[src/rtl/mc_ctrl.sv]
// Multi-cycle core control unit: fetch/decode/execute/memory/writeback sequencing,
// instruction format decode for the immediate generator, and a retired-instruction counter.
module mc_ctrl (
    input  logic        i_clk,
    input  logic        i_rst_n,
    input  logic [31:0] i_inst,
    input  logic        i_mem_ready,
    output logic [5:0]  o_format,
    output logic        o_mem_req,
    output logic        o_mem_we,
    output logic        o_ir_en,
    output logic        o_pc_en,
    output logic        o_rf_we,
    output logic [2:0]  o_state,
    output logic        o_trap,
    output logic [31:0] o_retired
);

    typedef enum logic [2:0] {
        FETCH  = 3'd0,
        DECODE = 3'd1,
        EXEC   = 3'd2,
        MEM    = 3'd3,
        WB     = 3'd4,
        TRAP   = 3'd5
    } state_e;

    localparam logic [6:0] OP_R      = 7'b0110011;
    localparam logic [6:0] OP_IMM    = 7'b0010011;
    localparam logic [6:0] OP_LOAD   = 7'b0000011;
    localparam logic [6:0] OP_JALR   = 7'b1100111;
    localparam logic [6:0] OP_STORE  = 7'b0100011;
    localparam logic [6:0] OP_BRANCH = 7'b1100011;
    localparam logic [6:0] OP_LUI    = 7'b0110111;
    localparam logic [6:0] OP_AUIPC  = 7'b0010111;
    localparam logic [6:0] OP_JAL    = 7'b1101111;

    state_e     state;
    state_e     state_next;
    logic [6:0] opcode;
    logic       is_load;
    logic       is_store;
    logic       is_branch;
    logic       mem_req;
    logic       mem_we;
    logic       ir_en;
    logic       pc_en;
    logic       rf_we;
    logic       trap;
    logic       unused_inst_bits;

    assign opcode           = i_inst[6:0];
    assign unused_inst_bits = ^i_inst[31:7];
    assign is_load          = (opcode == OP_LOAD);
    assign is_store         = (opcode == OP_STORE);
    assign is_branch        = (opcode == OP_BRANCH);

    always_comb begin
        case (opcode)
            OP_R:                      o_format = 6'b000001;
            OP_IMM, OP_LOAD, OP_JALR:  o_format = 6'b000010;
            OP_STORE:                  o_format = 6'b000100;
            OP_BRANCH:                 o_format = 6'b001000;
            OP_LUI, OP_AUIPC:          o_format = 6'b010000;
            OP_JAL:                    o_format = 6'b100000;
            default:                   o_format = 6'b000000;
        endcase
    end

    // NOTE: every output of this block gets a default before the case, so no path leaves one unassigned and no latch is inferred.
    always_comb begin
        state_next = state;
        mem_req    = 1'b0;
        mem_we     = 1'b0;
        ir_en      = 1'b0;
        pc_en      = 1'b0;
        rf_we      = 1'b0;
        trap       = 1'b0;
        case (state)
            FETCH: begin
                mem_req = 1'b1;
                if (i_mem_ready) begin
                    ir_en      = 1'b1;
                    state_next = DECODE;
                end
            end
            DECODE: state_next = (o_format == 6'b000000) ? TRAP : EXEC;
            EXEC: begin
                if (o_format == 6'b000000) begin
                    state_next = TRAP;
                end else if (is_load || is_store) begin
                    state_next = MEM;
                end else if (is_branch) begin
                    pc_en      = 1'b1;
                    state_next = FETCH;
                end else begin
                    state_next = WB;
                end
            end
            MEM: begin
                mem_req = 1'b1;
                mem_we  = is_store;
                if (i_mem_ready) begin
                    pc_en      = is_store;
                    state_next = is_store ? FETCH : WB;
                end
            end
            WB: begin
                rf_we      = 1'b1;
                pc_en      = 1'b1;
                state_next = FETCH;
            end
            TRAP: begin
                trap       = 1'b1;
                state_next = TRAP;
            end
            default: begin
                trap       = 1'b1;
                state_next = TRAP;
            end
        endcase
    end

    // Strobes are masked by the reset input itself so they drop the instant reset asserts.
    assign o_mem_req = mem_req & i_rst_n;
    assign o_mem_we  = mem_we  & i_rst_n;
    assign o_ir_en   = ir_en   & i_rst_n;
    assign o_pc_en   = pc_en   & i_rst_n;
    assign o_rf_we   = rf_we   & i_rst_n;
    assign o_trap    = trap    & i_rst_n;
    assign o_state   = state;

    // NOTE: sequential state uses non-blocking assignments so all registers update together at the edge.
    always_ff @(posedge i_clk or negedge i_rst_n) begin
        if (!i_rst_n) begin
            state <= FETCH;
        end else begin
            state <= state_next;
        end
    end

    always_ff @(posedge i_clk or negedge i_rst_n) begin
        if (!i_rst_n) begin
            o_retired <= 32'd0;
        end else if (pc_en) begin
            o_retired <= o_retired + 32'd1;
        end
    end

endmodule
[config.mk]
export PLATFORM = sky130hd
export DESIGN_NAME = mc_ctrl
export DESIGN_NICKNAME = d
export VERILOG_FILES = /design/src/rtl/mc_ctrl.sv
export SDC_FILE = /design/constraint.sdc
export NUM_CORES = 1
export LEC_CHECK = 0
export BUFFER_PORTS_ARGS = -buffer_cell sky130_fd_sc_hd__buf_2
export CAP_MARGIN = 10
export CORE_MARGIN = 1.5
export CORE_UTILIZATION = 47
export CTS_CLUSTER_DIAMETER = 100
export DETAILED_ROUTE_END_ITERATION = 12
export MAX_ROUTING_LAYER = met4
export PLACE_DENSITY_LB_ADDON = 0.08
export SLEW_MARGIN = 0
export SYNTH_ARGS = -nofsm -noshare
export SYNTH_HDL_FRONTEND = slang
export SYNTH_SLANG_ARGS = --single-unit
[constraint.sdc]
create_clock -name i_clk -period 2.2 [get_ports i_clk]
set_input_delay 0 -clock i_clk [delete_from_list [all_inputs] [get_ports i_clk]]
set_output_delay 0 -clock i_clk [all_outputs]
set_load 0.01 [all_outputs]
==> impl_metrics.tcl <==
set metrics [dict create \
    r2r_start "o_retired[3]" \
    cts_tree "yes" \
    vias 1646 \
    regToRegSetupSlack_ns 0.23 \
    slowest_stage "or3_1" \
    worst_slew_pin_slew_ns 0.414 \
    seq_area_sq_um 876 \
    synth_cell_type_count 38 \
    cts.sinks 35 \
    cp-startpoint "o_retired[3]" \
    final_net_count 293 \
    wl_per_cell_microns 13.4 \
    cts_inserted_buffers 5 \
    hold_slack_ns 0.0762 \
    worstSetupPathType "flop to flop" \
    ys_warn_count 0 \
    netlist_area_sq_mm 0.00188 \
    synth_nets 228 \
    drc 0 \
    dieHeight_microns 66.2 \
    area.growth.synth_to_final_pct 27.4 \
    initial_utilization 0.502 \
    crit_path_max_incr_delay_ns 0.43 \
    syn_avg_cell_area_sq_um 9.79 \
    layout-drive-gt1-share 0.295 \
    drv_cap 0 \
    ys.flop_type "dfrtp_1" \
    critPathLaunchType "flop" \
    end_kind "flop" \
    ioPinCount 82 \
    synth_area_leader_cell "dfrtp_1" \
    postCtsSetupRepairBufs 0 \
    worstPathRequired_ns 2.41 \
    drt_iter0_drc 102 \
    skew_ns 0.00531 \
    worstHoldStart "i_mem_ready" \
    ys_seq_area_frac 0.466 \
    vias_per_cell 5.38 \
    die_x_microns 66.2 \
    synth-seq-cells 35 \
    clk_latency_ns 0.28 \
    clockRootBuffer "clkbuf_8" \
    slew_viol_final 0 \
    final_hold_viol_count 0 \
    finalCritPeriodShare 0.895 \
    hold_path.class "input port to flop" \
    rsz0062_at_grt "no" \
    finalPower_w 0.00182 \
    fp-row-count 22 \
    grt_pass1_wl_microns 6740 \
    die-area_sq_mm 0.00439 \
    cp-endpoint "o_retired[29]" \
    min_path_cells 3 \
    cellPowerDensity_mw_per_mm2 761 \
    gr-usage-all-layers 0.207 \
    cp_cell_sequence "nand4_1, or2_2, or3_1, nor4_2, xor2_1" \
    vdd_drop_max_uv 690 \
    async_flop_share 1.00 \
    relSlewSlack 0.724 \
    diodes 0 \
    path_max_fanout 5 \
    path_clk_slew_ns 0.07 \
    gp_congestion 0.808 \
    outcome "completed" \
    leakage_nw 1.28 \
    multi_input_area_sq_um 963 \
    cts-htree-levels 2 \
    synthCells 192 \
    grt_overflow 0 \
    clock_path_buffers 2 \
    fin_tns_setup_ns 0 \
    antenna_found_initial 0 \
    fillerInstances 356 \
    setup_viol 0 \
    crit_arrival_ns 2.18 \
    ys_top_cells_by_area "dfrtp_1 (47%), xor2_1 (14%), nor2_1 (4.0%)" \
    reg2reg_to "o_retired[29]" \
    max_freq_mhz 508 \
    port_buffers 56 \
    grt_max_degree 34 \
    core-area_sq_mm 0.00374 \
    dr.pass1.iters 4 \
    first_global_vias 1405 \
    synth-edff-count 0 \
    ff2ff_path_depth 5 \
    wirelength_microns 4110 \
    fin_crit_ns 1.97 \
    ant_nets 0 \
    hpwl_microns 3010 \
    synth_top_area_frac 0.466 \
]
placed cells by master (no fill, tap or decap), types with 3 or more instances in the layout:
master    netlist  final
nor3_1         15     15
xor2_1         29     29
buf_4           0      5
nand2b_1        5      5
and3_1          3      3
nand2_1        19     19
nor4b_1         5      5
inv_1           3      3
nand4_1         4      4
clkbuf_8        0      5
nand3_1         8      8
nor4_1          5      5
a21oi_1         5      5
nor3b_1         4      4
dfrtp_1        35     35
nor2_1         20     20
buf_2           2     56
through the flow:
stage,cell area (sq um),cells,utilization,setup slack [ns]
2_1_floorplan,1880,192,-,0.387
3_3_place_gp,2250,297,0.601,0.258
3_5_place_dp,2250,297,0.601,0.239
5_1_grt,2390,306,0.640,0.0899
4_1_cts,2390,306,0.640,0.216
6_report,2390,306,0.640,0.231
cell type report:
type / instances / area share
well taps: 48 / 0.0251
clock buffers: 5 / 0.0287
repair buffers: 63 / 0.145
multi-input cells: 149 / 0.402
clock inverters: 3 / 0.0282
flip-flops and latches: 35 / 0.366
inverters: 3 / 0.00470
report_power, final:
| part | internal (W) | total [W] | switching, W |
|---|---|---|---|
| combinational | 0.000160 | 0.000367 | 0.000207 |
| clock | 0.000452 | 0.000689 | 0.000237 |
| sequential | 0.000695 | 0.000767 | 0.0000718 |
synthesized netlist by cell type (all sizes together) (2+ instances only):
cell	number
xor2	29
buf	3
and3	3
nor3b	4
nor4b	7
nor2b	2
nor3	15
nand2b	5
clkbuf	2
or3	2
nand2	19
nor2	20
inv	3
a21oi	5
xnor2	2
nand4b	2
nand4	4
nand3	8
dfrtp	35
nor4	7
routing by layer:
metal / track usage / vias to the layer above / wire length [microns]
li1: - / 818 / -
met1: 0.287 / 789 / 1930
met2: 0.305 / 35 / 1980
met3: 0.0460 / 4 / 168
met4: 0.0638 / 0 / 34
met5: - / - / 0
state kept, by name, summed over array words and instances (netlist names):
signal	flops
o_state	3
o_retired	32
cell families (layout without fill, tap and decap cells):
logic type	count (synthesis)	after routing	synth area share
DFF	35	35	0.466
adders and majority gates	1	1	0.00666
muxes	1	1	0.00599
AOI/OAI and AO/OA	12	12	0.0433
xor gates and xnor gates	31	31	0.144
buffers and inverters	8	74	0.0213
and+or+nand+nor	104	104	0.312
what timing repair did:
action | CTS | global route
hold buffers | 1 | 0
gates resized for setup | 0 | 0
hold endpoints to repair | 14 | 0
endpoints found under the setup margin | 0 | 0
critical path: cells and delay by family (launching register included):
family | cells | cell delay, ns
XOR/XNOR | 1 | 0.18
flip-flops | 1 | 0.41
AND/OR/NAND/NOR | 4 | 1.31
worst min path at each step:
stage	endpoint	slack [ns]
2_1_floorplan	o_retired[0]	-0.30
3_3_place_gp	o_retired[10]	-0.04
3_5_place_dp	o_retired[10]	-0.05
4_1_cts	o_state[0]	0.07
5_1_grt	o_state[0]	0.07
6_report	o_state[0]	0.08
No activity file was read; power rests on OpenSTA's default activity.
